===== src/rtl/botao_pkg.sv =====
// -----------------------------------------------------------------------------
// botao_pkg
// Shared definitions for the two-button debouncer:
//   - deb_state_e         : per-channel debounce FSM state encoding
//   - DEBOUNCE_CYCLES_DEF : default number of stable synchronized samples (N)
//   - CNT_W_DEF           : default debounce counter width
// -----------------------------------------------------------------------------
package botao_pkg;

    localparam int unsigned DEBOUNCE_CYCLES_DEF = 4;
    localparam int unsigned CNT_W_DEF           = 16;

    typedef enum logic [1:0] {
        ST_LOW       = 2'd0,
        ST_WAIT_HIGH = 2'd1,
        ST_HIGH      = 2'd2,
        ST_WAIT_LOW  = 2'd3
    } deb_state_e;

endpackage : botao_pkg


===== src/rtl/botao_canal.sv =====
// -----------------------------------------------------------------------------
// botao_canal
// One debounce channel: two-flop synchronizer, debounce FSM with saturating
// counter, registered clean level and one-cycle press pulse.
//
// Parameters
//   DEBOUNCE_CYCLES : stable synchronized samples N needed to accept a change
//   CNT_W           : debounce counter width
// Ports
//   clk     in  rising-edge clock
//   rst_n   in  asynchronous active-low reset
//   raw_i   in  raw contact, asynchronous to clk, may bounce
//   clean_o out debounced level
//   press_o out one-cycle pulse after the clean level rises
// -----------------------------------------------------------------------------
module botao_canal
    import botao_pkg::*;
#(
    parameter int unsigned DEBOUNCE_CYCLES = DEBOUNCE_CYCLES_DEF,
    parameter int unsigned CNT_W           = CNT_W_DEF
) (
    input  logic clk,
    input  logic rst_n,
    input  logic raw_i,
    output logic clean_o,
    output logic press_o
);

    // The sample that moves the FSM out of a stable state is the first of the
    // N target samples, so the WAIT state only has to see N-1 more. The
    // counter holds how many of those extra samples were already seen, so the
    // accepting sample arrives while it reads N-2.
    localparam logic [CNT_W-1:0] ACCEPT_CNT = CNT_W'(DEBOUNCE_CYCLES - 2);
    localparam logic [CNT_W-1:0] CNT_MAX    = '1;

    if ((DEBOUNCE_CYCLES < 2) || (DEBOUNCE_CYCLES > 65535) ||
        ((longint'(1) << CNT_W) <= longint'(DEBOUNCE_CYCLES))) begin : g_bad_cfg
        $error("botao_canal: DEBOUNCE_CYCLES out of range or CNT_W too narrow");
    end

    logic [1:0]       sync_q;
    deb_state_e       state_q, state_d;
    logic [CNT_W-1:0] cnt_q, cnt_d, cnt_inc;
    logic             clean_q, clean_d;
    logic             press_q, press_d;
    logic             sample;

    assign sample = sync_q[1];

    // NOTE: sequential state uses non-blocking assignments so every flop
    // samples the pre-edge value of its neighbours (the synchronizer chain
    // relies on this to really be two stages).
    always_ff @(posedge clk or negedge rst_n) begin
        if (!rst_n) begin
            sync_q  <= 2'b00;
            state_q <= ST_LOW;
            cnt_q   <= '0;
            clean_q <= 1'b0;
            press_q <= 1'b0;
        end else begin
            sync_q  <= {sync_q[0], raw_i};
            state_q <= state_d;
            cnt_q   <= cnt_d;
            clean_q <= clean_d;
            press_q <= press_d;
        end
    end

    // Saturating increment: the counter can never wrap back to a low value.
    assign cnt_inc = (cnt_q == CNT_MAX) ? cnt_q : cnt_q + CNT_W'(1);

    // NOTE: every signal driven here gets a default first, so no path can
    // leave one unassigned and infer a latch.
    always_comb begin
        state_d = state_q;
        cnt_d   = cnt_q;
        clean_d = clean_q;
        press_d = 1'b0;
        unique case (state_q)
            ST_LOW: begin
                if (sample) begin
                    state_d = ST_WAIT_HIGH;
                    cnt_d   = '0;
                end
            end
            ST_WAIT_HIGH: begin
                if (!sample) begin
                    state_d = ST_LOW;
                    cnt_d   = '0;
                end else if (cnt_q >= ACCEPT_CNT) begin
                    state_d = ST_HIGH;
                    cnt_d   = '0;
                    clean_d = 1'b1;
                    press_d = 1'b1;
                end else begin
                    cnt_d = cnt_inc;
                end
            end
            ST_HIGH: begin
                if (!sample) begin
                    state_d = ST_WAIT_LOW;
                    cnt_d   = '0;
                end
            end
            ST_WAIT_LOW: begin
                if (sample) begin
                    state_d = ST_HIGH;
                    cnt_d   = '0;
                end else if (cnt_q >= ACCEPT_CNT) begin
                    state_d = ST_LOW;
                    cnt_d   = '0;
                    clean_d = 1'b0;
                end else begin
                    cnt_d = cnt_inc;
                end
            end
            default: begin
                state_d = ST_LOW;
                cnt_d   = '0;
                clean_d = 1'b0;
            end
        endcase
    end

    assign clean_o = clean_q;
    assign press_o = press_q;

endmodule : botao_canal


===== src/rtl/botao_debounce.sv =====
// -----------------------------------------------------------------------------
// botao_debounce
// Two independent push-button debouncers plus a registered LED driver.
//
// Parameters
//   DEBOUNCE_CYCLES : stable synchronized samples N (2..65535)
//   CNT_W           : debounce counter width (2**CNT_W > DEBOUNCE_CYCLES)
// Ports
//   clk       in  rising-edge clock
//   rst_n     in  asynchronous active-low reset
//   pino2_raw in  button 1 contact (asynchronous, bouncing)
//   pino3_raw in  button 2 contact (asynchronous, bouncing)
//   pino2     out debounced button 1 level
//   pino3     out debounced button 2 level
//   press2    out one-cycle pulse on accepted button 1 press
//   press3    out one-cycle pulse on accepted button 2 press
//   pino13    out registered LED drive
// Build option
//   BOTAO_DEBOUNCE_TOGGLE_EN : when defined, pino13 toggles once per cycle in
//   which any press pulse is high; otherwise pino13 is the registered OR of
//   the two clean levels.
// -----------------------------------------------------------------------------
module botao_debounce
    import botao_pkg::*;
#(
    parameter int unsigned DEBOUNCE_CYCLES = DEBOUNCE_CYCLES_DEF,
    parameter int unsigned CNT_W           = CNT_W_DEF
) (
    input  logic clk,
    input  logic rst_n,
    input  logic pino2_raw,
    input  logic pino3_raw,
    output logic pino2,
    output logic pino3,
    output logic press2,
    output logic press3,
    output logic pino13
);

    logic led_q, led_d;

    botao_canal #(
        .DEBOUNCE_CYCLES(DEBOUNCE_CYCLES),
        .CNT_W          (CNT_W)
    ) u_canal2 (
        .clk    (clk),
        .rst_n  (rst_n),
        .raw_i  (pino2_raw),
        .clean_o(pino2),
        .press_o(press2)
    );

    botao_canal #(
        .DEBOUNCE_CYCLES(DEBOUNCE_CYCLES),
        .CNT_W          (CNT_W)
    ) u_canal3 (
        .clk    (clk),
        .rst_n  (rst_n),
        .raw_i  (pino3_raw),
        .clean_o(pino3),
        .press_o(press3)
    );

`ifdef BOTAO_DEBOUNCE_TOGGLE_EN
    // Press pulses on both channels in the same cycle count as one toggle.
    assign led_d = led_q ^ (press2 | press3);
`else
    assign led_d = pino2 | pino3;
`endif

    always_ff @(posedge clk or negedge rst_n) begin
        if (!rst_n) begin
            led_q <= 1'b0;
        end else begin
            led_q <= led_d;
        end
    end

    assign pino13 = led_q;

endmodule : botao_debounce


===== config.mk =====
export PLATFORM = sky130hd
export DESIGN_NAME = botao_debounce
export DESIGN_NICKNAME = d
export VERILOG_FILES = /design/src/rtl/botao_pkg.sv /design/src/rtl/botao_canal.sv /design/src/rtl/botao_debounce.sv
export SDC_FILE = /design/constraint.sdc
export NUM_CORES = 1
export LEC_CHECK = 0
export CELL_PAD_IN_SITES_DETAIL_PLACEMENT = 1
export CELL_PAD_IN_SITES_GLOBAL_PLACEMENT = 2
export CORE_ASPECT_RATIO = 0.8
export CORE_MARGIN = 4
export CORE_UTILIZATION = 44
export CTS_CLUSTER_DIAMETER = 120
export DETAILED_ROUTE_END_ITERATION = 7
export PLACE_DENSITY = 0.86
export SLEW_MARGIN = 5
export SYNTH_ARGS = -nofsm -noshare
export SYNTH_HDL_FRONTEND = slang
export SYNTH_SLANG_ARGS = --single-unit

===== constraint.sdc =====
create_clock -name clk -period 3.4 [get_ports clk]
set_input_delay 0.51 -clock clk [delete_from_list [all_inputs] [get_ports clk]]
set_output_delay 0.51 -clock clk [all_outputs]
set_load 0.1 [all_outputs]

==> results.cfg, run 1 <==
[outcome]
status = completed

[synth]
yosys.area.top_type = dfrtp_1
netlist-cell-type-count = 24
synth_area_leaders = dfrtp_1, and2_1, o41ai_4
yosysMostFrequentCell = dfrtp_1
ys_seq_area_frac = 0.653
synth_top_area_share = 0.653
syn_inst = 130
synthFlopType = dfrtp_1
ys_ff_latch = 45
ys_top_cells_by_count = dfrtp_1, and2_1, nand2_1
synth-edff-count = 0
async_reset_ff_frac = 1.00
ys_warn_count = 0
synth_nets = 138
synth.cell_area_um2 = 1730
synth_area_per_cell_um2 = 13.3

[setup_path]
path_class = flop to output port
path_delay_family = buffers and inverters
end_kind = output port
r2r_slack_ns = 1.31
arrival_ns = 1.82
worstPathMaxFanout = 4
slowest_stage = clkdlybuf4s50_1
path_buf_inv = 1
critPathLaunchType = flop
crit_chain = clkdlybuf4s50_1
reg2reg_from = u_canal2.cnt_q[0]
crit_required_ns = 2.89
worst-r2r-cell-count = 5
slowest_delay_ns = 1.15

[timing]
min_period_ns = 2.33
tns_ns = 0
fin_crit_sh = 0.686
finalMaxSlewViolations = 0
worstMarginPinSlew_ns = 0.976
fmax_mhz = 428
relSlewSlack = 0.347
rsz0062_at_grt = no
final_hold_viol_count = 0
finalClockSkew_ns = 0.00196
setup-violations-final = 0

[clock_tree]
cts_resized = 0
cts.hold.buffers_added = 0
clk_path_buf_depth = 2
cts_tree = done
post_cts_buffers = 0
root_buffer = clkbuf_8
cts_buffers = 5
htreeDepth = 2
clock_latency_ns = 0.29
clock_sinks = 45
path_clk_slew_ns = 0.07

[placement]
placed_cells = 191
placement.io_buffers = 8
routabilityCongestion = 0.779
dp_hpwl_um = 1950

[min_path]
min_path_cells = 0
hold_start = u_canal2.sync_q[0]
min_to = u_canal2.sync_q[1]
hold_class = flop to flop

[detailed_routing]
num_vias = 971
drtAntennaViolNets = 0
via_per_inst = 4.88
drt-total-wl_um = 2760
dr.pass1.iters = 3
drt-wirelength-per-cell_um = 13.9
drc = 0
drtIter0Drc = 48

[floorplan]
num_io_pins = 9
die_area_um2 = 4990
std_cell_rows = 20
coreArea_um2 = 3780
initial_core_util = 0.457
die_w_um = 78.0
chipHeight_um = 64.0

[global_route]
grt_max_degree = 46
grt-ovfl-total = 0
grtUsageTotal = 0.137
antenna_found_initial = 0
grt_pass1_vias = 1103
grt_pass1_wl_um = 5260

[layout]
instances_no_fill = 199
nNetsFinal = 151
drive_gt1_frac = 0.0903
antennaDiodeCount = 0
area_growth_pct = 12.5

[pwr]
peakVddDrop_mv = 0.338
p_leak_nw = 0.939
power_density_nw_per_um2 = 671

[run]
drv_cap = 0
flip-flops by register name, summed over array words and instances (netlist names), named ones only:
register,flops
u_canal2.state_q,1
pino13,1
u_canal3.cnt_q,16
u_canal3.press_o,1
u_canal2.cnt_q,16
u_canal2.sync_q,2
u_canal2.clean_o,1
u_canal3.clean_o,1
u_canal3.state_q,1
u_canal3.sync_q,2
u_canal2.press_o,1
worst max path at each step:
stage	from	slack, ns	depth (start not counted)	end
final	u_canal2.clean_o	1.07	1	pino2
after global routing	u_canal2.clean_o	1.0	1	pino2
after CTS	u_canal2.clean_o	1.04	1	pino2
after detailed placement	u_canal2.cnt_q[0]	1.30	5	flop
after global placement	u_canal2.cnt_q[0]	1.36	5	flop
after floorplan	u_canal2.cnt_q[0]	1.40	5	flop
logic make-up (layout without fill, tap and decap cells):
group / count (synthesis) / in the layout / share of synthesized area
muxes: 2 / 2 / 0.0131
DFF: 45 / 45 / 0.653
and+or+nand+nor: 56 / 56 / 0.204
xor gates and xnor gates: 2 / 2 / 0.0102
adders and majority gates: 4 / 4 / 0.0290
AOI/OAI and AO/OA: 14 / 14 / 0.0754
buffers and inverters: 7 / 21 / 0.0152
final cells by class:
| class | count | area [um^2] |
|---|---|---|
| well taps | 55 | 68.8 |
| inverters | 5 | 18.8 |
| multi-input cells | 78 | 573 |
| clock buffers | 8 | 80.1 |
| repair buffers | 8 | 75.1 |
| flip-flops and latches | 45 | 1130 |
| fillers | 382 | 1840 |
per-layer routing:
layer | vias to the layer above | part of all wire | GRT usage
met4 | 0 | 0.0098 | 0.0524
met5 | - | 0 | 0
met3 | 4 | 0.040 | 0.0521
met2 | 15 | 0.44 | 0.199
li1 | 468 | - | -
met1 | 484 | 0.51 | 0.187
power breakdown:
group / switching, W / total (W) / internal (W) / leakage (nW)
Combinational: 0.000219 / 0.000350 / 0.000132 / 0.306
Sequential: 0.0000582 / 0.000648 / 0.000590 / 0.593
Clock: 0.000157 / 0.000303 / 0.000146 / 0.0395
Total: 0.000434 / 0.00130 / 0.000868 / 0.939
cell usage in the layout, fill, tap and decap left out, types with 4 or more instances in the layout:
master | synthesis | final
nand2_1 | 8 | 8
dfrtp_1 | 45 | 45
clkdlybuf4s50_1 | 0 | 7
or4_4 | 4 | 4
or4_1 | 4 | 4
inv_1 | 5 | 5
and2_1 | 25 | 25
o21ai_0 | 7 | 7
clkbuf_8 | 0 | 5
ha_1 | 4 | 4
stage by stage:
step | total power, W | util | area (um^2) | hold slack [ns] | worst slack, ns
2_1_floorplan | 0.000922 | - | 1730 | 0.214 | 1.40
3_5_place_dp | 0.00102 | 0.493 | 1860 | 0.337 | 1.30
5_1_grt | 0.00141 | 0.514 | 1940 | 0.382 | 0.999
3_3_place_gp | 0.000996 | 0.493 | 1860 | 0.340 | 1.36
6_report | 0.00130 | 0.514 | 1940 | 0.354 | 1.07
4_1_cts | 0.00133 | 0.514 | 1940 | 0.356 | 1.04
No activity file was read; power rests on OpenSTA's default activity.
==> inputs of run 2 (changes only) <==
--- a/config.mk
+++ b/config.mk
@@ -9,10 +9,10 @@
 export CELL_PAD_IN_SITES_GLOBAL_PLACEMENT = 2
 export CORE_ASPECT_RATIO = 0.8
 export CORE_MARGIN = 4
-export CORE_UTILIZATION = 44
+export CORE_UTILIZATION = 41
 export CTS_CLUSTER_DIAMETER = 120
 export DETAILED_ROUTE_END_ITERATION = 7
-export PLACE_DENSITY = 0.86
+export PLACE_DENSITY = 0.81
 export SLEW_MARGIN = 5
 export SYNTH_ARGS = -nofsm -noshare
 export SYNTH_HDL_FRONTEND = slang
==> constraint.sdc (replaced) <==
create_clock -name clk -period 2.2 [get_ports clk]
set_input_delay 0.33 -clock clk [delete_from_list [all_inputs] [get_ports clk]]
set_output_delay 0.33 -clock clk [all_outputs]
set_load 0.1 [all_outputs]
==> run 2 against run 1 <==
Against the previous run: die area is 6.5% higher; combinational power is 63% higher; first-iteration DRC count is 21% lower; hold slack worse by 0.33 ns; count of clock-buffer cells in the layout is 1 lower; critical endpoint is now u_canal2.cnt_q[2]; via count is 3.8% higher; register-to-register slack worse by 1.2 ns; clock power is 79% higher; wire length is 8.9% higher.
==> results.cfg, run 2 (synthesis results as in run 1) <==
[global_route]
grt-ovfl-total = 0
grtUsageTotal = 0.141
grt_pass1_wl_um = 5530
grt_pass1_vias = 1168
antenna_found_initial = 0
grt_max_degree = 26

[clock_tree]
path_clk_slew_ns = 0.08
cts.hold.buffers_added = 0
clk_path_buf_depth = 2
cts_buffers = 5
clock_sinks = 45
root_buffer = clkbuf_8
post_cts_buffers = 0
cts_tree = done
htreeDepth = 2
cts_resized = 0
clock_latency_ns = 0.29

[timing]
final_hold_viol_count = 0
fmax_mhz = 483
finalClockSkew_ns = 0.00599
fin_crit_sh = 0.940
finalWorstSetupSlack_ns = 0.131
tns_ns = 0
rsz0062_at_grt = no
min_period_ns = 2.07
relSlewSlack = 0.617
worstMarginPinSlew_ns = 0.574
finalMaxSlewViolations = 0
setup-violations-final = 0

[setup_path]
crit_chain = inv_1 > ha_1 > or4_4 > nor4_1 > and3_1 > a22o_1
arrival_ns = 2.30
worstPathMaxFanout = 4
end_kind = flop
path_delay_family = simple AND/OR/NAND/NOR gates
slowest_delay_ns = 0.56
slowest_stage = or4_4
path_class = flop to flop
crit_required_ns = 2.43
critPathLaunchType = flop
path_buf_inv = 1

[pwr]
power_density_nw_per_um2 = 1070
switching_share = 0.327
p_sw_w = 0.000693
pwr-share-comb = 0.270
peakVddDrop_mv = 0.636
power_frac_seq = 0.473
clkPwrFrac = 0.257
intPower_w = 0.00142
p_leak_nw = 0.977
design_power_total_w = 0.00212

[detailed_routing]
drt-total-wl_um = 3010
drtAntennaViolNets = 0
num_vias = 1008
dr.pass1.iters = 3
drc = 0
via_per_inst = 4.99
drt-wirelength-per-cell_um = 14.9
drtIter0Drc = 38

[layout]
drive_gt1_frac = 0.163
final_cell_mix = dfrtp_1, and2_1, nand2_1
final_cell_area_um2 = 1990
antennaDiodeCount = 0
n_fill_cell = 404
nNetsFinal = 154
reg_top3 = u_canal2.cnt_q: 16 flops, u_canal3.cnt_q: 16 flops
area_growth_pct = 15.1
instances_no_fill = 202
mostFrequentLayoutCell = dfrtp_1

[outcome]
status = completed

[placement]
dp_hpwl_um = 2170
placement.io_buffers = 8
pre_cts_ws_ns = 0.100
placed_cells = 194
place_area_um2 = 1880
routabilityCongestion = 0.743

[floorplan]
chipHeight_um = 66.0
num_io_pins = 9
coreArea_um2 = 3930
std_cell_rows = 20
initial_core_util = 0.439
die_w_um = 80.5
die_area_um2 = 5320

[min_path]
hold_class = input pin to asynchronous set/reset pin

[run]
drv_cap = 0
[run 2: per-stage QoR]
| step | util | hold slack (ns) |
|---|---|---|
| 2_1_floorplan | - | 0.0344 |
| 3_3_place_gp | 0.480 | 0.339 |
| 3_5_place_dp | 0.480 | 0.341 |
| 4_1_cts | 0.505 | 0.0307 |
| 5_1_grt | 0.505 | 0.0637 |
| 6_report | 0.505 | 0.0242 |
[run 2: path summary, 6_finish.rpt]
path	endpoint	from	slack (ns)	cells past startpoint
max	u_canal2.cnt_q[2]	u_canal2.cnt_q[0]	0.13	6
min	u_canal2.cnt_q[15]	rst_n	0.02	1
max reg2reg	u_canal2.cnt_q[2]	u_canal2.cnt_q[0]	0.13	6
min reg2reg	u_canal2.sync_q[1]	u_canal2.sync_q[0]	0.36	0
max in group asynchronous	u_canal2.cnt_q[4]	rst_n	1.66	2
min in group clk	u_canal2.sync_q[1]	u_canal2.sync_q[0]	0.36	0
[run 2: power groups by stage]
stage | clock network, W | logic [W] | registers [W]
after floorplan | 0 | 0.000349 | 0.00108
after global placement | 0 | 0.000556 | 0.00101
after detailed placement | 0 | 0.000583 | 0.00102
after CTS | 0.000563 | 0.000585 | 0.00100
after global routing | 0.000600 | 0.000652 | 0.00102
final | 0.000543 | 0.000572 | 0.00100
[run 2: final cells by class]
class	instances	area (um^2)	share of cell area
Clock buffer	7	96.3	0.0485
Multi-Input combinational cell	78	573	0.289
Timing Repair Buffer	11	97.6	0.0491
Inverter	5	18.8	0.00945
Sequential cell	45	1130	0.567
Clock inverter	1	5.00	0.00252
Tap cell	55	68.8	0.0347
[run 2: layer usage]
layer / GRT usage / up-vias / routed length [um]
li1: - / 476 / -
met1: 0.181 / 514 / 1460
met2: 0.216 / 13 / 1370
met3: 0.0450 / 5 / 124
met4: 0.0696 / 0 / 57
met5: 0 / - / 0
